`config.mk`:
```
export PLATFORM = sky130hd
export DESIGN_NAME = ni_flit_bridge
export DESIGN_NICKNAME = d
export VERILOG_FILES = /design/src/rtl/ni_bridge_pkg.sv /design/src/rtl/ni_tx_serializer.sv /design/src/rtl/ni_flit_bridge.sv
export SDC_FILE = /design/constraint.sdc
export NUM_CORES = 1
export LEC_CHECK = 0
export ABC_CLOCK_PERIOD_IN_PS = 2300
export CORE_ASPECT_RATIO = 0.9
export CORE_MARGIN = 3
export CORE_UTILIZATION = 48
export DETAILED_ROUTE_END_ITERATION = 10
export GPL_TIMING_DRIVEN = 0
export MAX_ROUTING_LAYER = met4
export PLACE_DENSITY = 0.86
export SLEW_MARGIN = 30
export SYNTH_ARGS = -nofsm -noshare
export SYNTH_HDL_FRONTEND = slang
export SYNTH_SLANG_ARGS = --single-unit
export TNS_END_PERCENT = 100
```
`constraint.sdc`:
```
create_clock -name clk -period 2.3 [get_ports clk]
set_input_delay 0.46 -clock clk [delete_from_list [all_inputs] [get_ports clk]]
set_output_delay 0.46 -clock clk [all_outputs]
set_load 0.005 [all_outputs]
```
`src/rtl/ni_bridge_pkg.sv`:
```
// Shared types and helpers for the NoC flit bridge.
//   flit_type_e   : 2-bit flit type carried in the top bits of every flit
//   ni_rx_state_e : request (deserialiser) FSM states
//   ni_tx_state_e : response (serialiser) FSM states
//   flit_type()   : extracts the type field from a flit of any width up to FLIT_MAX_W
package ni_bridge_pkg;

  localparam int FLIT_TYPE_W = 2;
  // Widest flit flit_type() can inspect. Callers zero-extend their flit to this width.
  localparam int FLIT_MAX_W  = 256;

  typedef enum logic [FLIT_TYPE_W-1:0] {
    IDLE = 2'b00,
    HEAD = 2'b01,
    BODY = 2'b10,
    TAIL = 2'b11
  } flit_type_e;

  typedef enum logic [1:0] {
    RX_HEAD,
    RX_BODY,
    RX_TAIL,
    RX_WRITE
  } ni_rx_state_e;

  typedef enum logic [1:0] {
    TX_IDLE,
    TX_RREQ,
    TX_LOAD,
    TX_SEND
  } ni_tx_state_e;

  // Returns bits [width-1:width-2] of a flit that has been zero-extended to FLIT_MAX_W.
  function automatic flit_type_e flit_type(input logic [FLIT_MAX_W-1:0] flit,
                                           input int                    width);
    return flit_type_e'(FLIT_TYPE_W'(flit >> (width - FLIT_TYPE_W)));
  endfunction

endpackage

```
`src/rtl/ni_tx_serializer.sv`:
```
// Response-side packet serialiser.
// Captures one packet word on i_load, then presents it to the NoC one flit at a
// time (head first, tail last) with a valid/ready handshake.
// Ports:
//   clk, reset   : clock, synchronous active-high reset
//   i_load       : capture i_rdata into the shift buffer this cycle
//   i_send       : FSM is in its send state; drives o_valid
//   i_rdata      : packet word from the response FIFO
//   i_ready      : NoC accepts o_flit
//   o_flit       : registered flit at the current index
//   o_valid      : o_flit is valid
//   o_last_fire  : the tail flit is being accepted this cycle
module ni_tx_serializer
  import ni_bridge_pkg::*;
#(
  parameter int  FLIT_W     = 16,
  parameter int  BODY_FLITS = 3,
  localparam int PKT_W      = FLIT_W * (BODY_FLITS + 2)
) (
  input  logic              clk,
  input  logic              reset,
  input  logic              i_load,
  input  logic              i_send,
  input  logic [PKT_W-1:0]  i_rdata,
  input  logic              i_ready,
  output logic [FLIT_W-1:0] o_flit,
  output logic              o_valid,
  output logic              o_last_fire
);

  localparam int CNT_W = $clog2(BODY_FLITS + 2);

  logic [PKT_W-1:0]  r_buf;
  logic [CNT_W-1:0]  r_idx;
  logic [FLIT_W-1:0] r_flit;
  logic              w_fire;

  assign o_valid     = i_send;
  assign o_flit      = r_flit;
  assign w_fire      = i_send & i_ready;
  assign o_last_fire = w_fire & (r_idx == CNT_W'(BODY_FLITS + 1));

  // The current flit always sits in the low FLIT_W bits of r_buf; r_flit is a
  // registered copy so o_flit has no logic in front of it and only changes on
  // load or on an accepted flit, which keeps it stable through stalls.
  always_ff @(posedge clk) begin
    if (reset) begin
      r_buf  <= '0;
      r_idx  <= '0;
      r_flit <= '0;
    end else if (i_load) begin
      r_buf  <= i_rdata;
      r_flit <= i_rdata[FLIT_W-1:0];
      r_idx  <= '0;
    end else if (w_fire) begin
      r_buf  <= r_buf >> FLIT_W;
      r_flit <= r_buf[2*FLIT_W-1:FLIT_W];
      if (!o_last_fire) begin
        r_idx <= r_idx + 1'b1;
      end
    end
  end

endmodule

```
`src/rtl/ni_flit_bridge.sv`:
```
// NoC network interface bridge.
// Request path: deserialises head/body/tail flits from the NoC into one packet
// word and writes it to the request FIFO, flagging flit-type violations.
// Response path: pops packet words from the response FIFO and serialises them
// onto the NoC.
// Ports:
//   clk, reset                      : clock, synchronous active-high reset
//   in_flit/in_valid/in_ready       : flit stream from the NoC
//   out_flit/out_valid/out_ready    : flit stream to the NoC
//   req_fifo_wdata/wreq/full        : request FIFO write side
//   resp_fifo_rdata/rreq/empty      : response FIFO read side (rdata valid the cycle after rreq)
//   proto_err                       : one-cycle pulse on an unexpected flit type
//
// Request FSM
//   state    | meaning
//   RX_HEAD  | waiting for a HEAD flit; other types are dropped with proto_err
//   RX_BODY  | collecting BODY_FLITS body flits
//   RX_TAIL  | waiting for the TAIL flit
//   RX_WRITE | packet complete, writing to the request FIFO (holds while full)
//
// Response FSM
//   state    | meaning
//   TX_IDLE  | waiting for the response FIFO to become non-empty
//   TX_RREQ  | one-cycle read strobe to the response FIFO
//   TX_LOAD  | FIFO data valid, captured by the serialiser
//   TX_SEND  | serialiser presenting flits until the tail is accepted
module ni_flit_bridge
  import ni_bridge_pkg::*;
#(
  parameter int  FLIT_W     = 16,
  parameter int  BODY_FLITS = 3,
  localparam int PKT_W      = FLIT_W * (BODY_FLITS + 2)
) (
  input  logic              clk,
  input  logic              reset,
  input  logic [FLIT_W-1:0] in_flit,
  input  logic              in_valid,
  output logic              in_ready,
  output logic [FLIT_W-1:0] out_flit,
  output logic              out_valid,
  input  logic              out_ready,
  output logic [PKT_W-1:0]  req_fifo_wdata,
  output logic              req_fifo_wreq,
  input  logic              req_fifo_full,
  input  logic [PKT_W-1:0]  resp_fifo_rdata,
  output logic              resp_fifo_rreq,
  input  logic              resp_fifo_empty,
  output logic              proto_err
);

  localparam int CNT_W = $clog2(BODY_FLITS + 2);

  ni_rx_state_e     r_rx_state;
  ni_rx_state_e     w_rx_next;
  ni_tx_state_e     r_tx_state;
  ni_tx_state_e     w_tx_next;
  logic [CNT_W-1:0] r_body_cnt;
  logic [PKT_W-1:0] r_pkt;
  logic             r_live;
  logic             w_active;
  logic             w_rx_fire;
  flit_type_e       w_in_type;
  logic             w_st_head;
  logic             w_st_body;
  logic             w_st_tail;
  logic             w_tx_load;
  logic             w_tx_send;
  logic             w_tx_last;

  // r_live is low on the first cycle after reset so the bridge stays quiet
  // for one full cycle once reset drops.
  assign w_active       = r_live & ~reset;
  assign in_ready       = w_active & (r_rx_state != RX_WRITE);
  assign w_rx_fire      = in_valid & in_ready;
  assign w_in_type      = flit_type(FLIT_MAX_W'(in_flit), FLIT_W);
  assign req_fifo_wdata = r_pkt;

  always_comb begin
    w_rx_next     = r_rx_state;
    req_fifo_wreq = 1'b0;
    proto_err     = 1'b0;
    w_st_head     = 1'b0;
    w_st_body     = 1'b0;
    w_st_tail     = 1'b0;
    case (r_rx_state)
      RX_HEAD: begin
        if (w_rx_fire) begin
          if (w_in_type == HEAD) begin
            w_st_head = 1'b1;
            w_rx_next = RX_BODY;
          end else begin
            proto_err = 1'b1;
          end
        end
      end
      RX_BODY: begin
        if (w_rx_fire) begin
          if (w_in_type == BODY) begin
            w_st_body = 1'b1;
            if (r_body_cnt == CNT_W'(BODY_FLITS - 1)) begin
              w_rx_next = RX_TAIL;
            end
          end else begin
            // The offending flit is consumed; the partial packet is abandoned.
            proto_err = 1'b1;
            w_rx_next = RX_HEAD;
          end
        end
      end
      RX_TAIL: begin
        if (w_rx_fire) begin
          if (w_in_type == TAIL) begin
            w_st_tail = 1'b1;
            w_rx_next = RX_WRITE;
          end else begin
            proto_err = 1'b1;
            w_rx_next = RX_HEAD;
          end
        end
      end
      RX_WRITE: begin
        req_fifo_wreq = ~req_fifo_full & ~reset;
        if (req_fifo_wreq) begin
          w_rx_next = RX_HEAD;
        end
      end
      default: w_rx_next = RX_HEAD;
    endcase
  end

  always_ff @(posedge clk) begin
    if (reset) begin
      r_rx_state <= RX_HEAD;
      r_body_cnt <= '0;
      r_pkt      <= '0;
      r_live     <= 1'b0;
    end else begin
      r_live     <= 1'b1;
      r_rx_state <= w_rx_next;
      if (w_st_head) begin
        r_pkt[FLIT_W-1:0] <= in_flit;
        r_body_cnt        <= '0;
      end
      if (w_st_body) begin
        // Constant-index slots keep the write decode a plain compare per body flit.
        for (int k = 0; k < BODY_FLITS; k++) begin
          if (r_body_cnt == CNT_W'(k)) begin
            r_pkt[(k+1)*FLIT_W +: FLIT_W] <= in_flit;
          end
        end
        r_body_cnt <= r_body_cnt + 1'b1;
      end
      if (w_st_tail) begin
        r_pkt[PKT_W-1 -: FLIT_W] <= in_flit;
      end
    end
  end

  assign resp_fifo_rreq = (r_tx_state == TX_RREQ) & ~reset;
  assign w_tx_load      = (r_tx_state == TX_LOAD);
  assign w_tx_send      = (r_tx_state == TX_SEND) & ~reset;

  always_comb begin
    w_tx_next = r_tx_state;
    case (r_tx_state)
      TX_IDLE: if (!resp_fifo_empty) w_tx_next = TX_RREQ;
      TX_RREQ: w_tx_next = TX_LOAD;
      TX_LOAD: w_tx_next = TX_SEND;
      TX_SEND: if (w_tx_last) w_tx_next = TX_IDLE;
      default: w_tx_next = TX_IDLE;
    endcase
  end

  always_ff @(posedge clk) begin
    if (reset) begin
      r_tx_state <= TX_IDLE;
    end else begin
      r_tx_state <= w_tx_next;
    end
  end

  ni_tx_serializer #(
    .FLIT_W     (FLIT_W),
    .BODY_FLITS (BODY_FLITS)
  ) u_tx_ser (
    .clk         (clk),
    .reset       (reset),
    .i_load      (w_tx_load),
    .i_send      (w_tx_send),
    .i_rdata     (resp_fifo_rdata),
    .i_ready     (out_ready),
    .o_flit      (out_flit),
    .o_valid     (out_valid),
    .o_last_fire (w_tx_last)
  );

endmodule

```
Word-level counts from Yosys, hierarchy flattened
Cells that the tools add are included.

Flip-flop bits (word level): 187. Input port bits: 102. Output and inout bits: 101. Word-level logic and storage cells: 94.

Add/sub/neg operators: 2. Eq/ne operators: 21. Mux-type cells: 36. Bitwise logic cells: 11. Reductions and logical operators: 12.

Operators by type and width (number): 80-bit 2-to-1 mux (2); 16-bit 2-to-1 mux (2); 2-bit 2-to-1 mux (10); 1-bit 2-to-1 mux (17); 2-bit case mux with 4 select lines (2); 2-bit != test (second input constant) (7); 2-bit == test (second input constant) (6); 2-bit AND reduction (5); 1-bit AND (8); 3-bit by 1-bit adder with 3-bit output (second input constant) (2); 2-bit by 1-bit == test with 1-bit output (second input constant) (3); 3-bit 2-to-1 mux (2); 6-bit AND reduction (1); 2-bit zero test (2); 2-bit nonzero test (2); 3-bit by 1-bit == test with 1-bit output (second input constant) (1); 3-bit by 2-bit == test with 1-bit output (second input constant) (1); 3-bit == test (second input constant) (1); 3-bit zero test (1); 3-bit != test (second input constant) (1); 1-bit inverter (3); 1-bit case mux with 3 select lines (1); 2-bit by 1-bit != test with 1-bit output (second input constant) (1); 2-bit OR reduction (1).

Logic depth before layout (Yosys ltp)
Gate-level depths: netlist of the first run.

Depth after elaboration: 8. Mapped depth: 8. Mapped depth without buffers: 6.

Hierarchy
A second synthesis of the first run with hierarchy kept.

Cell total of the unflattened synthesis: 858. Area total of the unflattened synthesis: 7536.0 um^2.

By module, submodules not included: ni_tx_serializer (instances 1, cells an instance 472, area an instance 4091.4 um^2, seq. area each 1661.6 um^2); ni_flit_bridge (instances 1, cells an instance 386, area an instance 3444.6 um^2, seq. area each 1761.7 um^2).

Worst setup path before layout of the first run
OpenSTA, ideal clock, no wires.

Path kind: flip-flop to flip-flop. From: register r_rx_state[0]. To: register r_pkt[54], in the netlist req_fifo_wdata[54]. Library setup time: 128 ps. Arrival time: 1895 ps. Required time: 2172 ps. Slack: 277 ps. Cell stages (with the launch flop): 8. Path buffers: 2. Period minus slack after synthesis: 2023 ps. Cell sequence: dfxtp_1 -> ha_1 -> nand4bb_4 -> buf_6 -> nor4_4 -> buf_6 -> mux2i_1 -> nor2_1.

Longest elaborated chain between the ends: 6. Elaborated cells on any way between the ends: 7. Those cells by class: eq/ne (2); mux (2); bitwise (2); reduce/logical (1).

RTL lines: start: declaration (line ni_flit_bridge.sv:53) `ni_rx_state_e r_rx_state;`; start signal: assignment (line ni_flit_bridge.sv:139) `r_rx_state <= w_rx_next;`; 2-bit != test (line ni_flit_bridge.sv:73) `assign in_ready = w_active & (r_rx_state != RX_WRITE);`; 1-bit AND (line ni_flit_bridge.sv:73); 1-bit AND (line ni_flit_bridge.sv:74) `assign w_rx_fire = in_valid & in_ready;`; 1-bit 2-to-1 mux (line ni_flit_bridge.sv:97) `if (w_rx_fire) begin`; 1-bit 2-to-1 mux * (line ni_flit_bridge.sv:85) `case (r_rx_state)`; 2-bit AND reduction (no source line) *; end signal: indexed assignment (line ni_flit_bridge.sv:141) `r_pkt[FLIT_W-1:0] <= in_flit;`; end signal: indexed assignment (line ni_flit_bridge.sv:148) `r_pkt[(k+1)*FLIT_W +: FLIT_W] <= in_flit;`; end signal: indexed assignment (line ni_flit_bridge.sv:154) `r_pkt[PKT_W-1 -: FLIT_W] <= in_flit;`; end: declaration (line ni_flit_bridge.sv:58) `logic [PKT_W-1:0] r_pkt;`.

Mark *: on every way between the ends. The rest lies on a longest branch, timed or not. A chain may end at the register's enable or synchronous reset.

Final worst setup path of the first run
From: register r_rx_state[0]. To: output port proto_err.

Longest elaborated chain between the ends: 5. Elaborated cells on any way between the ends: 10. Those cells by class: eq/ne (3); mux (4); bitwise (2); reduce/logical (1).

RTL lines: 2-bit != test (line ni_flit_bridge.sv:73); 1-bit AND (line ni_flit_bridge.sv:73); 1-bit AND (line ni_flit_bridge.sv:74); 1-bit 2-to-1 mux (on tied branches) (line ni_flit_bridge.sv:111, ni_flit_bridge.sv:87, ni_flit_bridge.sv:97); 1-bit case mux with 3 select lines * (line ni_flit_bridge.sv:85); end: declaration (line ni_flit_bridge.sv:48) `output logic proto_err`.

Marks and branches as above.

==> results.py, run 1 <==
metrics = {
    "run_status": {
        "status": "finished clean",
    },
    "power_and_ir_drop": {
        "p_seq_frac": 0.425,
        "cellLeakagePower_nw": 3.87,
        "p_sw_mw": 2.27,
        "clockPowerShare": 0.337,
        "peakVddDrop_mv": 0.589,
        "p_int_mw": 5.77,
        "p_comb_frac": 0.238,
        "powerDensity_nw_per_um2": 773,
        "netSwitchingFraction": 0.283,
    },
    "clock_tree": {
        "cts_root_buf": "clkbuf_16",
        "cts.path.max_buffers": 2,
        "cts_sinks": 171,
        "worstSkewPairLatency_ns": 0.42,
        "htreeDepth": 4,
        "tritoncts": "built",
        "cts_hold_buf": 0,
        "cts_buffers": 17,
        "path_clk_slew_ns": 0.06,
    },
    "routing": {
        "ant_nets": 0,
        "topRoutingLayerUsed": "met4",
        "wl_met1_um": 8970,
        "wl_met2_um": 9830,
        "viasPerCell": 5.08,
        "wl_met3_um": 1430,
        "firstDrtPassIters": 4,
        "drt_iter0_drc": 268,
        "wl_per_cell_um": 17.0,
        "vias": 6131,
        "wirelength_um": 20500,
        "drcViolationCount": 0,
    },
    "global_routing": {
        "grtUsageTotal": 0.249,
        "grt_first_pass_wirelength_um": 31400,
        "grt_max_degree": 17,
        "antenna_found_initial": 1,
        "grt_pass1_vias": 6017,
        "grt-ovfl-total": 0,
    },
    "logic_synthesis": {
        "yosys.area.top_type": "dfxtp_1",
        "syn_area_um2": 7330,
        "synth_top_area_frac": 0.467,
        "ys_seq_elements": 171,
        "syn-num-nets": 871,
        "synth_area_leaders": "dfxtp_1, mux2i_1, mux2_2, nor2_1, nand2_1",
        "ys_seq_area_frac": 0.467,
        "syn_area_per_cell_um2": 9.74,
        "ys_types": 35,
        "synth_cells": 753,
        "yosysWarnings": 0,
    },
    "run": {
        "drv_cap": 0,
    },
    "setup_path": {
        "critPathMaxFanout": 10,
        "crit_path_start_kind": "flip-flop",
        "crit_chain": "ha_2 -> nand4bb_4 -> buf_6 -> a2111oi_4 -> buf_2",
        "worstReg2RegStart": "r_rx_state[0]",
        "cpPeakStageDelay_ns": 0.37,
        "crit_required_ns": 1.84,
        "critPathLaunch": "r_rx_state[0]",
        "arrival_ns": 1.84,
        "crit_type": "reg -> out",
        "cp-end-kind": "output port",
        "crit_slowest_cell": "dfxtp_4",
    },
    "placement": {
        "gp_congestion": 0.828,
        "post-dp-hpwl_um": 14900,
        "pre_cts_slack_ns": -0.695,
        "portBuffers": 202,
    },
    "floorplan": {
        "rows": 42,
        "die_height_um": 123,
        "io_pins": 203,
        "fp.dieW_um": 136,
        "core_area_um2": 14800,
        "die_area_um2": 16800,
        "start_util": 0.495,
    },
    "sta": {
        "relSlewSlack": 0.433,
        "worstMarginPinSlew_ns": 0.851,
        "setup_viol": 0,
        "period_needed_ns": 2.30,
        "finalHoldViolations": 0,
        "rsz0062_at_grt": "true",
        "finalMaxSlewViolations": 0,
        "setup_tns_ns": 0,
        "period_share": 1.00,
        "max_freq_mhz": 435,
        "fin_worst_skew_ns": 0.00802,
        "worst_slack_ns": 0.000963,
    },
    "finish": {
        "final_common_cell": "clkdlybuf4s50_1",
        "fill_cells": 1147,
        "layout_common_cells": "clkdlybuf4s50_1, dfxtp_1, nor2_1, mux2i_1, nand2_1",
        "drive_gt1_frac": 0.167,
        "nNetsFinal": 1112,
        "area_growth_pct": 41.8,
    },
    "worst_hold_path": {
        "hp-class": "reg -> reg",
        "hp-start": "req_fifo_wdata[1]",
    },
}
## critical path: cells and delay by family, from the launching register on
| family | cells | cell delay (ns) |
|---|---|---|
| buffers and inverters | 2 | 0.32 |
| and+or+nand+nor | 1 | 0.21 |
| adders and majority gates | 1 | 0.20 |
| AOI/OAI and AO/OA | 1 | 0.31 |
| DFF | 1 | 0.37 |
## what timing repair did
action	4_1_cts	5_1_grt
gates resized for setup	21	13
pin swaps	2	3
setup buffers	1	20
gates cloned	0	0
endpoints found under the setup margin	20	64
## final timing paths
check | end | slack (ns) | cells past startpoint
min reg2reg | req_fifo_wdata[1] | 0.45 | 2
max | proto_err | 0.001 | 5
min | req_fifo_wdata[1] | 0.45 | 2
max reg2reg | req_fifo_wdata[5] | 0.14 | 7
## registers in the layout (all words and copies together), names as in the netlist
register	flops
r_live	1
r_rx_state	2
u_tx_ser.r_buf	65
u_tx_ser.r_idx	3
r_tx_state	2
req_fifo_wdata	80
u_tx_ser.o_flit	15
r_body_cnt	3
## power by group through the flow
stage / combinational, mW / clock (mW) / sequential [mW]
final: 1.91 / 2.71 / 3.41
after detailed placement: 1.87 / 0 / 3.47
after CTS: 1.91 / 2.76 / 3.41
after global placement: 1.81 / 0 / 3.46
after global routing: 2.10 / 2.89 / 3.44
after floorplan: 1.29 / 0 / 3.41
## per-stage QoR
stage	cell area, um2	power (mW)	util	hold WS (ns)	instances
after detailed placement	9600	5.33	0.648	0.446	1153
after floorplan	7330	4.70	-	0.453	753
after global routing	10400	8.43	0.701	0.470	1206
after CTS	10200	8.07	0.689	0.455	1186
after global placement	9600	5.27	0.648	0.441	1153
final	10400	8.04	0.701	0.454	1206
## logic make-up (layout without fill, tap and decap cells)
family | after synthesis | in the layout | share of synthesized area
xor+xnor | 2 | 2 | 0.00239
fa+ha+maj | 16 | 16 | 0.0273
other cells | 0 | 1 | 0
flops | 171 | 171 | 0.467
mux | 172 | 172 | 0.246
compound gates | 63 | 63 | 0.0459
buf+inv | 80 | 334 | 0.0538
simple gates | 249 | 249 | 0.158
## cell usage after synthesis (all sizes together)
cell / n
dfxtp: 171
nor2: 121
mux2i: 107
nand2: 77
mux2: 65
a21oi: 50
buf: 36
clkbuf: 30
nand3b: 20
ha: 16
inv: 14
o21ai: 7
nor3b: 6
nand3: 5
nor3: 5
nor2b: 3
nor4: 3
and3: 2
and3b: 2
or2: 2
a2111oi: 1
a21o: 1
a221oi: 1
a311oi: 1
a32o: 1
nand2b: 1
nand4bb: 1
o31ai: 1
or3: 1
xnor2: 1
xor2: 1
## final cells by class
class                   instances  area (um2)  share of cell area
multi-input cells             502        3560               0.343
diodes                          1        2.50            0.000241
clock buffers                  21         470              0.0453
inverters                      14        52.6             0.00506
well taps                     198         248              0.0238
flip-flops and latches        171        3430               0.330
repair buffers                223        2180               0.210
plain buffers                  65         360              0.0347
clock inverters                11        86.3             0.00831
## per-layer routing
| layer | GRT usage | up-vias |
|---|---|---|
| li1 | - | 2996 |
| met1 | 0.311 | 2940 |
| met5 | - | - |
| met3 | 0.0745 | 24 |
| met2 | 0.395 | 171 |
| met4 | 0.0693 | 0 |
Power figures use the tool's default switching activity.
==> inputs of run 2 (changes only) <==
PLACE_DENSITY = 0.85   (was 0.86)
==> results.py, run 2 (synthesis gave the netlist of run 1 again) <==
metrics = {
    "floorplan": {
        "core_area_um2": 14800,
        "io_pins": 203,
        "start_util": 0.495,
        "die_area_um2": 16800,
        "die_height_um": 123,
        "rows": 42,
        "fp.dieW_um": 136,
    },
    "routing": {
        "wl_per_cell_um": 17.1,
        "vias": 6094,
        "firstDrtPassIters": 4,
        "ant_nets": 0,
        "viasPerCell": 5.09,
        "wirelength_um": 20500,
        "drt_iter0_drc": 282,
        "drcViolationCount": 0,
    },
    "placement": {
        "gp_congestion": 0.828,
        "post-dp-hpwl_um": 15000,
        "pre_cts_slack_ns": -0.618,
        "portBuffers": 202,
    },
    "finish": {
        "nNetsFinal": 1105,
        "fill_cells": 1147,
        "drive_gt1_frac": 0.157,
        "area_growth_pct": 40.6,
        "layout_common_cells": "clkdlybuf4s50_1, dfxtp_1, nor2_1, mux2i_1, nand2_1",
        "regArea_um2": 3430,
        "largest_reg_flops": 80,
        "final_common_cell": "clkdlybuf4s50_1",
        "multi_input_area_um2": 3530,
    },
    "clock_tree": {
        "cts_sinks": 171,
        "cts_root_buf": "clkbuf_16",
        "path_clk_slew_ns": 0.06,
        "cts_buffers": 17,
        "htreeDepth": 4,
        "worstSkewPairLatency_ns": 0.43,
        "cts.path.max_buffers": 2,
        "tritoncts": "built",
        "cts_hold_buf": 0,
    },
    "global_routing": {
        "grtUsageTotal": 0.250,
        "grt_pass1_vias": 5994,
        "grt-ovfl-total": 0,
        "grt_max_degree": 17,
        "antenna_found_initial": 1,
        "grt_first_pass_wirelength_um": 31500,
    },
    "worst_hold_path": {
        "hp-class": "reg -> reg",
        "whs_endpoint": "req_fifo_wdata[10]",
        "hp-start": "req_fifo_wdata[10]",
        "whs_path_depth": 2,
    },
    "setup_path": {
        "crit_path_start_kind": "flip-flop",
        "crit_type": "reg -> out",
        "cp-end-kind": "output port",
        "ff2ff_setup_slack_ns": 0.19,
        "worstReg2RegStart": "r_tx_state[0]",
        "crit_required_ns": 1.84,
        "crit_chain": "inv_1 -> ha_1 -> nand3b_1 -> o21ai_0 -> a2111oi_2 -> buf_2",
        "reg2reg_to": "u_tx_ser.r_buf[26]",
        "cpPeakStageDelay_ns": 0.35,
        "critPathLaunch": "r_rx_state[0]",
        "crit_slowest_cell": "dfxtp_2",
        "critPathMaxFanout": 4,
        "arrival_ns": 1.81,
        "reg2reg_depth": 6,
    },
    "sta": {
        "worstMarginPinSlew_ns": 0.858,
        "rsz0062_at_grt": "true",
        "finalMaxSlewViolations": 0,
        "period_share": 0.988,
        "finalHoldViolations": 0,
        "worst_slack_ns": 0.0277,
        "relSlewSlack": 0.428,
        "hold_ws_ns": 0.453,
        "max_freq_mhz": 440,
        "setup_tns_ns": 0,
        "setup_viol": 0,
        "period_needed_ns": 2.27,
        "fin_worst_skew_ns": 0.0118,
    },
    "power_and_ir_drop": {
        "peakVddDrop_mv": 0.513,
        "powerDensity_nw_per_um2": 784,
        "cellLeakagePower_nw": 3.81,
        "power_mw": 8.08,
    },
    "run": {
        "drv_cap": 0,
    },
    "run_status": {
        "status": "finished clean",
    },
}
[run 2: critical path: cells and delay by family, from the launching register on]
| family | cells | cell delay [ns] |
|---|---|---|
| fa+ha+maj | 1 | 0.32 |
| buf+inv | 2 | 0.24 |
| flops | 1 | 0.35 |
| simple gates | 1 | 0.08 |
| compound gates | 2 | 0.39 |
[run 2: area by class of cell]
cell class / instances / share of cell area
sequential: 171 / 0.332
inverter: 14 / 0.00510
antenna: 1 / 0.000243
multi-input combinational: 502 / 0.342
clock buffer: 20 / 0.0443
tap: 198 / 0.0240
timing repair buffer: 216 / 0.206
buffer: 65 / 0.0346
clock inverter: 11 / 0.0109
[run 2: metrics by stage]
stage	instance area [um2]	utilization	std cells
after floorplan	7330	-	753
after global placement	9600	0.648	1153
after detailed placement	9600	0.648	1153
after CTS	10200	0.688	1185
after global routing	10300	0.696	1198
final	10300	0.696	1198
[run 2: what timing repair did]
action                                  in CTS  in global routing
setup buffers                                1                 13
endpoints found under the setup margin      30                 67
resized for setup                           18                  7
pin swaps                                    2                  2
[run 2: how the worst max path moves through the flow]
stage | to | slack (ns) | cells after the start
4_1_cts | proto_err | -0.006 | 6
3_5_place_dp | proto_err | -0.62 | 5
5_1_grt | proto_err | -0.11 | 6
2_1_floorplan | req_fifo_wdata[54] | 0.28 | 7
6_report | proto_err | 0.03 | 6
3_3_place_gp | req_fifo_wreq | -0.63 | 5
[run 2: metal layers]
layer / routed length (um) / GRT usage / up-vias
met5: 0 / - / -
met4: 408 / 0.0756 / 0
met1: 9200 / 0.314 / 2924
li1: - / - / 2985
met2: 9430 / 0.390 / 161
met3: 1420 / 0.0777 / 24
[run 2: report_power, final]
| group | switching [mW] | internal, mW |
|---|---|---|
| sequential | 0.151 | 3.25 |
| combinational | 0.880 | 1.02 |
| clock | 1.22 | 1.56 |
==> inputs of run 3 (changes only) <==
ABC_AREA = 1   (was default)
ABC_CLOCK_PERIOD_IN_PS = 2100   (was 2300)
CORE_UTILIZATION = 25   (was 48)
PLACE_DENSITY = 0.52   (was 0.85)
clock period = 2.1 ns   (was 2.3 ns; I/O delays follow)
==> results.py, run 3 <==
metrics = {
    "run_status": {
        "status": "finished clean",
    },
    "logic_synthesis": {
        "syn-num-nets": 1134,
        "synth_area_leaders": "dfxtp_1, nand2_1, nor2_1, a31oi_1, inv_1",
        "synth_most_common_cell": "nand2_1",
        "ys_types": 31,
        "ys_seq_area_frac": 0.468,
        "synth_cells": 1016,
        "synth_commonest_cells": "nand2_1, dfxtp_1, nor2_1",
        "synth_ff_type": "dfxtp_1",
        "synth_edf_count": 0,
        "synth-async-reset-ratio": 0,
        "ys_seq_elements": 171,
        "yosys.area.top_type": "dfxtp_1",
        "synth_top_area_frac": 0.468,
        "syn_area_per_cell_um2": 7.19,
        "syn_area_um2": 7310,
        "yosysWarnings": 0,
    },
    "clock_tree": {
        "worstSkewPairLatency_ns": 0.44,
        "htreeDepth": 4,
        "cts_hold_buf": 0,
        "tritoncts": "built",
        "cts_sinks": 171,
        "cts.path.max_buffers": 2,
        "cts_buffers": 17,
        "path_clk_slew_ns": 0.07,
        "cts_root_buf": "clkbuf_16",
    },
    "global_routing": {
        "grt-busiest-layer": "met2",
        "grt_use_met1": 0.211,
        "antenna_found_initial": 4,
        "grt_max_degree": 20,
        "grt_util_met2": 0.238,
        "met3_usage": 0.0685,
        "grt-ovfl-total": 0,
        "grt_first_pass_wirelength_um": 38800,
        "grtUsageTotal": 0.163,
        "grt_pass1_vias": 6872,
    },
    "placement": {
        "gp_congestion": 0.815,
        "place_area_um2": 9810,
        "post-dp-hpwl_um": 18500,
        "portBuffers": 201,
    },
    "setup_path": {
        "arrival_ns": 1.57,
        "reg2reg_to": "req_fifo_wdata[57]",
        "crit_type": "reg -> out",
        "crit_required_ns": 1.68,
        "cp-end-kind": "output port",
        "ff2ff_setup_slack_ns": 0.26,
        "worstReg2RegStart": "r_body_cnt[0]",
        "cpPeakStageDelay_ns": 0.39,
        "critPathMaxFanout": 5,
        "crit_chain": "inv_2 -> ha_4 -> nor3_1 -> nor4_2 -> buf_2",
        "reg2reg_depth": 7,
        "crit_slowest_cell": "dfxtp_4",
        "crit_path_start_kind": "flip-flop",
    },
    "power_and_ir_drop": {
        "cellLeakagePower_nw": 3.88,
        "powerDensity_nw_per_um2": 871,
        "peakVddDrop_mv": 0.471,
        "power_mw": 9.15,
    },
    "finish": {
        "fill_cells": 3034,
        "final_common_cell": "nand2_1",
        "layout_common_cells": "nand2_1, clkdlybuf4s50_1, dfxtp_1, nor2_1, inv_1",
        "drive_gt1_frac": 0.0872,
        "regArea_um2": 3430,
        "largest_reg_flops": 80,
        "multi_input_area_um2": 3130,
        "area_growth_pct": 43.8,
        "nNetsFinal": 1355,
        "fin_area_um2": 10500,
    },
    "routing": {
        "firstDrtPassIters": 5,
        "drt_iter0_drc": 423,
        "viasPerCell": 4.29,
        "drcViolationCount": 0,
        "wirelength_um": 24500,
        "vias": 7051,
        "ant_nets": 0,
        "wl_per_cell_um": 14.9,
    },
    "floorplan": {
        "start_util": 0.258,
        "die_area_um2": 31300,
        "rows": 58,
        "io_pins": 203,
        "core_area_um2": 28400,
        "die_height_um": 168,
        "fp.dieW_um": 186,
    },
    "sta": {
        "finalHoldViolations": 0,
        "period_needed_ns": 1.99,
        "worstMarginPinSlew_ns": 0.592,
        "max_freq_mhz": 502,
        "period_share": 0.949,
        "setup_viol": 0,
        "relSlewSlack": 0.604,
        "fin_worst_skew_ns": 0.0189,
        "finalMaxSlewViolations": 0,
        "rsz0062_at_grt": "false",
    },
    "run": {
        "drv_cap": 0,
    },
    "worst_hold_path": {
        "hp-class": "reg -> reg",
        "whs_path_depth": 2,
        "hp-start": "req_fifo_wdata[62]",
        "whs_endpoint": "req_fifo_wdata[62]",
    },
}
run 3: area by class of cell:
cell class | count | area share
antenna | 5 | 0.00119
multi-input combinational | 662 | 0.298
timing repair buffer | 202 | 0.191
buffer | 80 | 0.0424
inverter | 103 | 0.0373
sequential | 171 | 0.327
clock buffer | 17 | 0.0405
tap | 390 | 0.0464
clock inverter | 15 | 0.0164
run 3: logic make-up (layout without fill, tap and decap cells):
kind of cell / count (synthesis) / after routing / share of synthesized area
other cells: 0 / 5 / 0
xor+xnor: 1 / 1 / 0.00120
flops: 171 / 171 / 0.468
fa+ha+maj: 16 / 16 / 0.0274
compound gates: 184 / 184 / 0.138
buf+inv: 183 / 417 / 0.111
simple gates: 461 / 461 / 0.254
run 3: timing repair:
action / CTS / global route
cloned: 0 / 0
setup endpoints to repair: 11 / 52
gates resized for setup: 28 / 18
pin swaps: 0 / 2
setup buffers: 0 / 1
run 3: stage by stage:
step	setup TNS (ns)	hold slack [ns]	std cells	setup slack (ns)	util
2_1_floorplan	0	0.433	1016	0.466	-
3_3_place_gp	-3.77	0.428	1607	-0.807	0.346
3_5_place_dp	-3.88	0.429	1607	-0.801	0.346
4_1_cts	0	0.444	1639	0.0177	0.368
5_1_grt	0	0.462	1644	0.0189	0.370
6_report	0	0.440	1645	0.108	0.370
run 3: metal layers:
metal	vias to the layer above	part of all wire
met2	210	0.43
li1	3703	-
met3	23	0.10
met4	0	0.011
met1	3115	0.46
met5	-	0
run 3: worst max-delay path: cells and delay by family (launching register included):
kind | cells | cell delay [ns]
buffers and inverters | 2 | 0.21
adders and majority gates | 1 | 0.26
DFF | 1 | 0.39
and+or+nand+nor | 2 | 0.30
run 3: where the power goes:
| group | leakage (nW) | switching [mW] | internal, mW | total, mW |
|---|---|---|---|---|
| combinational | 2.19 | 1.32 | 0.901 | 2.22 |
| sequential | 1.39 | 0.128 | 3.60 | 3.72 |
| clock | 0.293 | 1.60 | 1.61 | 3.21 |
| total | 3.88 | 3.05 | 6.11 | 9.15 |
run 3: worst max-delay path by stage:
stage | endpoint | depth (start not counted) | start
global route | proto_err | 5 | r_rx_state[1]
floorplan | proto_err | 6 | reset
finish | proto_err | 5 | r_rx_state[1]
CTS | proto_err | 5 | r_rx_state[0]
global placement | resp_fifo_rreq | 5 | reset
detailed placement | resp_fifo_rreq | 5 | reset
